[src/rtl/ccd_pkg.sv]
// Shared types and sizing for the CCD line controller.
package ccd_pkg;

  typedef enum logic [1:0] {
    ST_IDLE  = 2'd0,
    ST_SI    = 2'd1,
    ST_READ  = 2'd2,
    ST_INTEG = 2'd3
  } ccd_state_e;

  // Index must hold PIXELS itself, hence the +1.
  function automatic int pix_w(input int pixels);
    return $clog2(pixels + 1);
  endfunction

  localparam int PIXELS_DEF = 128;
  localparam int PIX_W_DEF  = pix_w(PIXELS_DEF);

endpackage

[src/rtl/ccd_tick_div.sv]
// Half-period divider: down-counter that marks the last cycle of each ccdclk half.
module ccd_tick_div #(
  parameter int CLK_DIV = 25
) (
  input  logic sys_clk,
  input  logic sys_rst,
  input  logic clear,
  output logic tick,
  output logic pre_tick
);

  localparam int CNT_W = (CLK_DIV > 2) ? $clog2(CLK_DIV) : 1;
  localparam logic [CNT_W-1:0] RELOAD = CNT_W'(CLK_DIV - 1);

  logic [CNT_W-1:0] cnt;

  always_ff @(posedge sys_clk) begin
    if (sys_rst) begin
      cnt <= '0;
    end else if (clear || (cnt == '0)) begin
      cnt <= RELOAD;
    end else begin
      cnt <= cnt - CNT_W'(1);
    end
  end

  // pre_tick lets the owner register a strobe that lands on the tick cycle.
  assign tick     = !clear && (cnt == '0);
  assign pre_tick = !clear && (cnt == CNT_W'(1));

endmodule

[src/rtl/ccd_line_ctrl.sv]
// CCD line sequencer: SI pulse, PIXELS readout periods, exposure wait, line bookkeeping.
//   state    | meaning
//   ST_IDLE  | outputs quiet, waiting for enable & fifo_empty & !tx_busy
//   ST_SI    | one ccdclk period with si high
//   ST_READ  | PIXELS ccdclk periods, ADC sample + FIFO write in each low half
//   ST_INTEG | exposure wait of the latched integ_cycles
module ccd_line_ctrl
  import ccd_pkg::*;
#(
  parameter int CLK_DIV = 25,
  parameter int PIXELS  = PIXELS_DEF,
  parameter int INTEG_W = 24
) (
  input  logic               sys_clk,
  input  logic               sys_rst,
  input  logic               enable,
  input  logic [INTEG_W-1:0] integ_cycles,
  input  logic               fifo_full,
  input  logic               fifo_empty,
  input  logic               tx_busy,
  output logic               ccdclk,
  output logic               si,
  output logic               ad_clk,
  output logic               fifo_wr,
  output logic               line_done,
  output logic [15:0]        line_cnt,
  output logic               overrun
);

  localparam int PIX_W = pix_w(PIXELS);
  localparam logic [PIX_W-1:0] LAST_PIX = PIX_W'(PIXELS - 1);

  ccd_state_e         state, state_nxt;
  logic               half, half_nxt;
  logic [PIX_W-1:0]   pix_idx, pix_idx_nxt;
  logic [INTEG_W-1:0] integ_lat, integ_lat_nxt;
  logic [INTEG_W-1:0] integ_cnt, integ_cnt_nxt;
  logic [15:0]        line_cnt_q, line_cnt_d;

  logic start, line_end, wr_due, div_clear, tick, pre_tick;
  logic ccdclk_d, si_d, ad_clk_d, fifo_wr_d, line_done_d, overrun_d;

  assign div_clear = (state == ST_IDLE);
  // line_done blocks the start so a finished line always sees one plain IDLE cycle.
  assign start = enable && fifo_empty && !tx_busy && !line_done;
  assign line_cnt = line_cnt_q;

  ccd_tick_div #(
    .CLK_DIV (CLK_DIV)
  ) u_tick_div (
    .sys_clk  (sys_clk),
    .sys_rst  (sys_rst),
    .clear    (div_clear),
    .tick     (tick),
    .pre_tick (pre_tick)
  );

  always_ff @(posedge sys_clk) begin
    if (sys_rst) begin
      state      <= ST_IDLE;
      half       <= 1'b0;
      pix_idx    <= '0;
      integ_lat  <= '0;
      integ_cnt  <= '0;
      line_cnt_q <= '0;
      ccdclk     <= 1'b0;
      si         <= 1'b0;
      ad_clk     <= 1'b0;
      fifo_wr    <= 1'b0;
      line_done  <= 1'b0;
      overrun    <= 1'b0;
    end else begin
      state      <= state_nxt;
      half       <= half_nxt;
      pix_idx    <= pix_idx_nxt;
      integ_lat  <= integ_lat_nxt;
      integ_cnt  <= integ_cnt_nxt;
      line_cnt_q <= line_cnt_d;
      ccdclk     <= ccdclk_d;
      si         <= si_d;
      ad_clk     <= ad_clk_d;
      fifo_wr    <= fifo_wr_d;
      line_done  <= line_done_d;
      overrun    <= overrun_d;
    end
  end

  always_comb begin
    state_nxt     = state;
    half_nxt      = half;
    pix_idx_nxt   = pix_idx;
    integ_lat_nxt = integ_lat;
    integ_cnt_nxt = integ_cnt;
    line_end      = 1'b0;
    case (state)
      ST_IDLE: begin
        if (start) begin
          state_nxt     = ST_SI;
          half_nxt      = 1'b0;
          pix_idx_nxt   = '0;
          integ_lat_nxt = integ_cycles;
        end
      end
      ST_SI: begin
        if (tick) begin
          if (!half) begin
            half_nxt = 1'b1;
          end else begin
            state_nxt = ST_READ;
            half_nxt  = 1'b0;
          end
        end
      end
      ST_READ: begin
        if (tick) begin
          if (!half) begin
            half_nxt = 1'b1;
          end else if (pix_idx == LAST_PIX) begin
            half_nxt = 1'b0;
            if (integ_lat == '0) begin
              state_nxt = ST_IDLE;
              line_end  = 1'b1;
            end else begin
              state_nxt     = ST_INTEG;
              integ_cnt_nxt = integ_lat - INTEG_W'(1);
            end
          end else begin
            half_nxt    = 1'b0;
            pix_idx_nxt = pix_idx + PIX_W'(1);
          end
        end
      end
      ST_INTEG: begin
        if (integ_cnt == '0) begin
          state_nxt = ST_IDLE;
          line_end  = 1'b1;
        end else begin
          integ_cnt_nxt = integ_cnt - INTEG_W'(1);
        end
      end
      default: begin
        state_nxt = ST_IDLE;
      end
    endcase
  end

  always_comb begin
    ccdclk_d    = ((state_nxt == ST_SI) || (state_nxt == ST_READ)) && half_nxt;
    si_d        = (state_nxt == ST_SI);
    ad_clk_d    = (state_nxt == ST_READ) && !half_nxt;
    // Write is decided one cycle early so the registered strobe hits the last low cycle.
    wr_due      = (state == ST_READ) && !half && pre_tick;
    fifo_wr_d   = wr_due && !fifo_full;
    overrun_d   = overrun || (wr_due && fifo_full);
    line_done_d = line_end;
    line_cnt_d  = line_end ? (line_cnt_q + 16'd1) : line_cnt_q;
  end

endmodule

[config.mk]
export PLATFORM = sky130hd
export DESIGN_NAME = ccd_line_ctrl
export DESIGN_NICKNAME = d
export VERILOG_FILES = /design/src/rtl/ccd_pkg.sv /design/src/rtl/ccd_tick_div.sv /design/src/rtl/ccd_line_ctrl.sv
export SDC_FILE = /design/constraint.sdc
export NUM_CORES = 1
export LEC_CHECK = 0
export BUFFER_PORTS_ARGS = -buffer_cell sky130_fd_sc_hd__buf_2
export CAP_MARGIN = 30
export CORE_MARGIN = 8
export CORE_UTILIZATION = 45
export CTS_BUF_LIST = sky130_fd_sc_hd__clkbuf_4
export CTS_CLUSTER_DIAMETER = 100
export CTS_CLUSTER_SIZE = 14
export DETAILED_ROUTE_END_ITERATION = 8
export HOLD_SLACK_MARGIN = 0.1
export PLACE_DENSITY = 0.62
export RECOVER_POWER = 100
export SETUP_SLACK_MARGIN = 0.15
export SLEW_MARGIN = 0
export SYNTH_ARGS = -nofsm -noshare
export SYNTH_HDL_FRONTEND = slang
export SYNTH_SLANG_ARGS = --single-unit
export TNS_END_PERCENT = 30
[constraint.sdc]
create_clock -name sys_clk -period 5.3 [get_ports sys_clk]
set_input_delay 1.59 -clock sys_clk [delete_from_list [all_inputs] [get_ports sys_clk]]
set_output_delay 1.59 -clock sys_clk [all_outputs]
set_load 0.02 [all_outputs]
==> results of run 1 <==
## cell families (layout without fill, tap and decap cells)
group	Yosys count	in the layout
simple gates	275	275
compound gates	179	179
flops	86	86
buf+inv	44	86
xor+xnor	18	18
fa+ha+maj	11	11
mux	11	11
other cells	0	1
## placed cells by master, fill, tap and decap left out, drive strengths merged, types with 5 or more instances in the layout
cell type,netlist,layout
a21o,5,5
xor2,8,8
nor2,48,48
ha,11,11
nor4,22,22
a31oi,13,13
xnor2,10,10
nand3,11,11
dfxtp,86,86
a21oi,67,67
nor2b,8,8
or3,17,17
o21ai,37,37
o21a,5,5
inv,11,11
and2,10,10
a211oi,8,8
nand2,82,82
nand3b,7,7
clkbuf,29,34
nand4,8,8
clkinv,0,5
or4,8,8
o211ai,10,10
nor3,25,25
mux2i,9,9
buf,4,34
and3,9,9
## registers in the layout, indices dropped and copies added, names as in the netlist
name	cells
integ_cnt	24
si	1
line_cnt	16
line_done	1
fifo_wr	1
ad_clk	1
overrun	1
u_tick_div.cnt	5
half	1
state	2
pix_idx	8
integ_lat	24
ccdclk	1
## area by class of cell
class                   instances  area [sq um]  share of cell area [%]
repair buffers                 59           279                    5.24
clock inverters                 7          65.1                    1.22
flip-flops and latches         86          1720                    32.4
diodes                          1          2.50                  0.0470
clock buffers                   9          67.6                    1.27
inverters                      11          41.3                   0.776
well taps                     140           175                    3.29
multi-input cells             494          2970                    55.8
## final timing paths
path / slack [ns] / to / start / cells after the start
worst max-delay path: 1.09 / integ_cnt[18] / state[0] / 8
worst min-delay path: 0.49 / u_tick_div.cnt[0] / u_tick_div.cnt[0] / 1
worst max register to register: 1.09 / integ_cnt[18] / state[0] / 8
worst min register to register: 0.49 / u_tick_div.cnt[0] / u_tick_div.cnt[0] / 1
## report_power, final
group / internal [mW] / switching, mW
logic: 0.0779 / 0.118
clock network: 0.140 / 0.227
registers: 0.657 / 0.0156
total: 0.876 / 0.361
## per-stage QoR
step	setup WS (ns)	hold slack (ns)	utilization (%)	power, mW
2_1_floorplan	0.891	0.441	-	0.830
3_3_place_gp	1.76	0.469	49.0	0.878
3_5_place_dp	1.72	0.480	49.0	0.882
4_1_cts	1.90	0.498	50.3	1.25
5_1_grt	0.839	0.517	49.7	1.30
6_report	1.09	0.493	49.7	1.24
## routing by layer
layer | global-route usage [%] | routed length (microns)
met4 | 8.20 | 266
met1 | 23.1 | 6230
met2 | 31.3 | 6410
met5 | 0 | 0
met3 | 3.87 | 608
==> key figures, run 1 <==
Outcome
  • Status: finished with violations
  • Violations in the final reports: capacitance limit, slew limit

Worst setup path
  • Crit-path max FO: 36
  • Worst Path Buf+Inv: 1
  • Slowest-stage cell, CP: clkbuf_1
  • Crit path required time: 5.67 ns
  • WP data arrival: 4.57 ns
  • Slowest stage delay, CP: 1.10 ns
  • Critical Path Sink Type: register
  • Crit-path cells: ha_2 -> clkbuf_1 -> or4b_1 -> a22o_1 -> nor4_1 -> nand2_1 -> a31o_2 -> a32o_1
  • WS Path Type: register to register
  • Crit start category: register
  • CP top delay family: simple AND/OR/NAND/NOR gates

Timing
  • Fmax: 238 MHz
  • Rel. slew slack: -43.9%
  • Min Tclk post-route: 4.21 ns
  • Final Hold Vio Count: 0
  • RSZ-0062 raised after global routing: no
  • Worst-margin pin slew: 2.16 ns
  • Tcrit/Tclk final: 79.4%
  • Slew Limit Fails: 48
  • Final setup TNS: 0 ns
  • Final setup viols: 0
  • Clock skew: 0.0158 ns

Logic synthesis
  • Cell Area, Synth: 4890 sq um
  • Seq/Total Area, Yosys: 35.2%
  • Post-synthesis cell count: 624
  • Compound-Gate Fraction of Synth Area: 23.2%
  • Distinct cell type count after synthesis: 69
  • Area share of the largest cell type after synthesis: 35.2%
  • Post-synthesis mux area share: 2.30%
  • Synth Area in Simple Gates: 29.6%
  • Dominant synthesized flop cell: dfxtp_1
  • Synth Area in Adders: 2.82%
  • Synth area leaders: dfxtp_1 (35%), a21oi_1 (6.9%), nand2_1 (6.3%), nor2_1 (3.7%), o21ai_0 (3.5%)
  • Mapped Nets: 665
  • Fraction of synthesized cell area in xor and xnor cells: 3.22%
  • Fraction of synthesis flops using an asynchronous set or reset pin: 0%
  • Syn Area/Cell: 7.83 sq um
  • Largest family of logic cells by synthesized area: simple AND/OR/NAND/NOR gates
  • Register bit total from synthesis: 86
  • Cell taking the most area after synthesis: dfxtp_1
  • Commonest cells post-synth: dfxtp_1 (86), nand2_1 (82), a21oi_1 (67)
  • Yosys warns: 0
  • Post-synth EDFFs: 0
  • Most common cell in the netlist: dfxtp_1

Clock tree
  • CTS Hold Bufs: 0
  • H-tree lvl count: 3
  • Post-CTS sizing: 0
  • Clock sink total: 86
  • Clk_lat worst skew: 0.46 ns
  • CTS tree: built
  • Clk slew on worst S/H paths: 0.13 ns
  • CTS Buffer Depth: 2
  • Setup Buffers After CTS: 0
  • Root buf cell: clkbuf_4
  • TritonCTS Buffers: 9

Floorplan
  • IO Pins: 52
  • Die Y: 120 microns
  • Initial core utilization: 45.7%
  • Core area: 10700 sq um
  • Standard-cell rows: 38
  • Die Wd: 120 microns
  • Die area: 14500 sq um

Cells and area
  • Fin nets: 702
  • Finished Cell Area: 5320 sq um
  • Layout area overhead: 8.86%
  • Layout cells sized above 1: 10.1%
  • Final Instance Count excl. Fillers: 807
  • Fillers: 1088

Placed design
  • Placed cell area: 5250 sq um
  • Detailed-placement wirelength estimate: 9760 microns
  • Placed cells: 790
  • Port-buffer cells: 51
  • GP Congestion: 0.912

GRT
  • Number of global-route vias before repair: 4629
  • Initial antenna violation count: 0
  • Tot GR Track Use: 18.8%
  • First-pass GRT wire length: 22400 microns
  • Total grt overflow: 0
  • Largest net degree at the start of global routing: 48

Drt
  • Vias per cell: 6.00
  • 1st-pass router iterations: 5
  • Post-Route WL: 13500 microns
  • Final ANT Viol Nets: 0
  • Avg WL per Cell: 16.7 microns
  • Via count: 4840
  • Initial detailed-routing violation count: 265
  • # DRC: 0

Power
  • Leakage Power: 1.84 nW
  • Cell area power density: 232 nW/um^2
  • Peak supply drop: 126 uV

Min path
  • Hold WC Path Type: register to register

Job
  • Max_cap viols: 1
(Power assumes the default switching activity.)
==> run 2: changes to the inputs <==
Settings changed: PLACE_DENSITY 0.62 to 0.64.
Clock period 5.3 ns to 3.5 ns, I/O delays scaled along.
==> run 2 against run 1 <==
  * The run now ends clean
  * Via count rose by 1.6%
  * Final area rose by 1.7%
  * Flip-flop and latch count did not move
  * Die area did not move
  * Worst hold slack improved by 0.0021 ns
  * Setup slack got worse by 0.75 ns
  * Sequential share of layout area fell by 0.47 points
  * Sequential power rose by 52%
  * Non-clock buffer count rose by 10
  * Fmax rose by 33%
  * Register-to-register slack got worse by 0.75 ns
  * Clock skew rose by 0.0025 ns
  * Critical path type unchanged
==> key figures, run 2 (synthesis gave the netlist of run 1 again) <==
Drt
  • Initial detailed-routing violation count: 319
  • Via count: 4918
  • # DRC: 0
  • Final ANT Viol Nets: 0
  • Top Metal Used: met4
  • 1st-pass router iterations: 6
  • Routed wl met3: 746 microns
  • Vias per cell: 6.03
  • Post-Route WL: 14000 microns
  • Met2 Wirelength: 6500 microns
  • Avg WL per Cell: 17.1 microns
  • Met1 Routed Length: 6390 microns

GRT
  • Total grt overflow: 0
  • First-pass GRT wire length: 23300 microns
  • Tot GR Track Use: 19.6%
  • Largest net degree at the start of global routing: 42
  • Number of global-route vias before repair: 4744
  • Initial antenna violation count: 0

Timing
  • Min Tclk post-route: 3.16 ns
  • Tcrit/Tclk final: 90.3%
  • Final Hold Vio Count: 0
  • Final setup viols: 0
  • Rel. slew slack: 48.7%
  • Worst-margin pin slew: 0.762 ns
  • Slew Limit Fails: 0
  • Fmax: 316 MHz
  • RSZ-0062 raised after global routing: no
  • Clock skew: 0.0183 ns
  • Final setup TNS: 0 ns

Floorplan
  • Die Wd: 120 microns
  • Core area: 10700 sq um
  • Die area: 14500 sq um
  • IO Pins: 52
  • Standard-cell rows: 38
  • Die Y: 120 microns
  • Initial core utilization: 45.7%

Min path
  • Min-Delay Path Depth: 2
  • Hold WC Path Type: register to register
  • Hold wc startpoint: integ_lat[23]
  • Worst Hold End: integ_lat[23]

Worst setup path
  • Worst Path Buf+Inv: 0
  • Worst R2R End: integ_cnt[22]
  • CP top delay family: simple AND/OR/NAND/NOR gates
  • Crit-path max FO: 27
  • Slowest-stage cell, CP: or3_1
  • Critical Path Sink Type: register
  • Crit start category: register
  • Cell mode on critical path: or3_1
  • Crit path required time: 3.85 ns
  • Register-to-Register Path Depth: 10
  • WP data arrival: 3.51 ns
  • Worst R2R Start: state[1]
  • WS Path Type: register to register
  • Crit-path cells: ha_4 -> nor2b_1 -> a21oi_1 -> ha_1 -> or4b_1 -> and2_0 -> or3_1 -> or3_1 -> nand4_1 -> a41oi_1
  • Slowest stage delay, CP: 0.49 ns
  • Reg2Reg Setup Slack: 0.34 ns

Clock tree
  • CTS Hold Bufs: 0
  • CTS Buffer Depth: 2
  • Clock sink total: 86
  • CTS tree: built
  • Clk_lat worst skew: 0.48 ns
  • Clk slew on worst S/H paths: 0.15 ns
  • Post-CTS sizing: 0
  • H-tree lvl count: 3
  • Root buf cell: clkbuf_4
  • Setup Buffers After CTS: 0
  • TritonCTS Buffers: 9

Outcome
  • Status: complete, no violations

Cells and area
  • Layout area overhead: 10.7%
  • Layout cells sized above 1: 11.8%
  • Antenna cells: 0
  • Most frequent cells in the layout: dfxtp_1 (85), nand2_1 (82), a21oi_1 (67)
  • Finished Cell Area: 5410 sq um
  • Most common cell after layout, fill and taps aside: dfxtp_1
  • Fin nets: 712

Power
  • Leakage Power: 1.88 nW
  • Peak supply drop: 285 uV
  • Cell area power density: 356 nW/um^2

Placed design
  • Placed cell area: 5340 sq um
  • GP Congestion: 0.908
  • Port-buffer cells: 51
  • Detailed-placement wirelength estimate: 10200 microns

Job
  • Max_cap viols: 0
-- run 2: worst register-to-register path, delay by kind of cell (launching register included) --
family | cells | cell delay [ns]
AOI/OAI and AO/OA | 2 | 0.25
DFF | 1 | 0.45
and+or+nand+nor | 6 | 1.76
adders and majority gates | 2 | 0.56
-- run 2: cell type report --
| class | count | area [sq um] |
|---|---|---|
| fillers | 1065 | 5290 |
| multi-input cells | 494 | 2980 |
| flip-flops and latches | 86 | 1730 |
| repair buffers | 69 | 349 |
| well taps | 140 | 175 |
| clock inverters | 7 | 73.8 |
| clock buffers | 9 | 67.6 |
| inverters | 11 | 41.3 |
-- run 2: power breakdown --
part / switching (mW) / internal, mW / total [mW]
Sequential: 0.0235 / 0.995 / 1.02
Clock: 0.375 / 0.218 / 0.593
Combinational: 0.186 / 0.126 / 0.312
-- run 2: metrics by stage --
stage                     total power, mW  hold WS (ns)  std cells  util, %  setup WS, ns
final                                1.92         0.495        816     50.6         0.340
after global routing                 2.01         0.520        816     50.6         0.116
after CTS                            1.94         0.497        816     51.2         0.461
after detailed placement             1.35         0.479        800     49.9         0.495
after global placement               1.34         0.466        800     49.9         0.535
after floorplan                      1.26         0.441        624        -         0.121
-- run 2: worst max path at each step --
stage                             start             to  slack, ns  cells after the start
after floorplan                state[1]  integ_cnt[18]       0.12                     16
after global routing           state[1]  integ_cnt[22]       0.12                     10
after global placement    integ_lat[11]         ccdclk       0.54                      7
final                          state[1]  integ_cnt[22]       0.34                     10
after CTS                      state[1]  integ_cnt[22]       0.46                     10
after detailed placement       state[1]  integ_cnt[22]       0.50                      9
-- run 2: metal layers --
| metal | global-route usage, % | vias to the layer above |
|---|---|---|
| met5 | 0 | - |
| met1 | 24.6 | 2348 |
| li1 | - | 2401 |
| met3 | 4.01 | 26 |
| met2 | 31.6 | 143 |
| met4 | 9.60 | 0 |
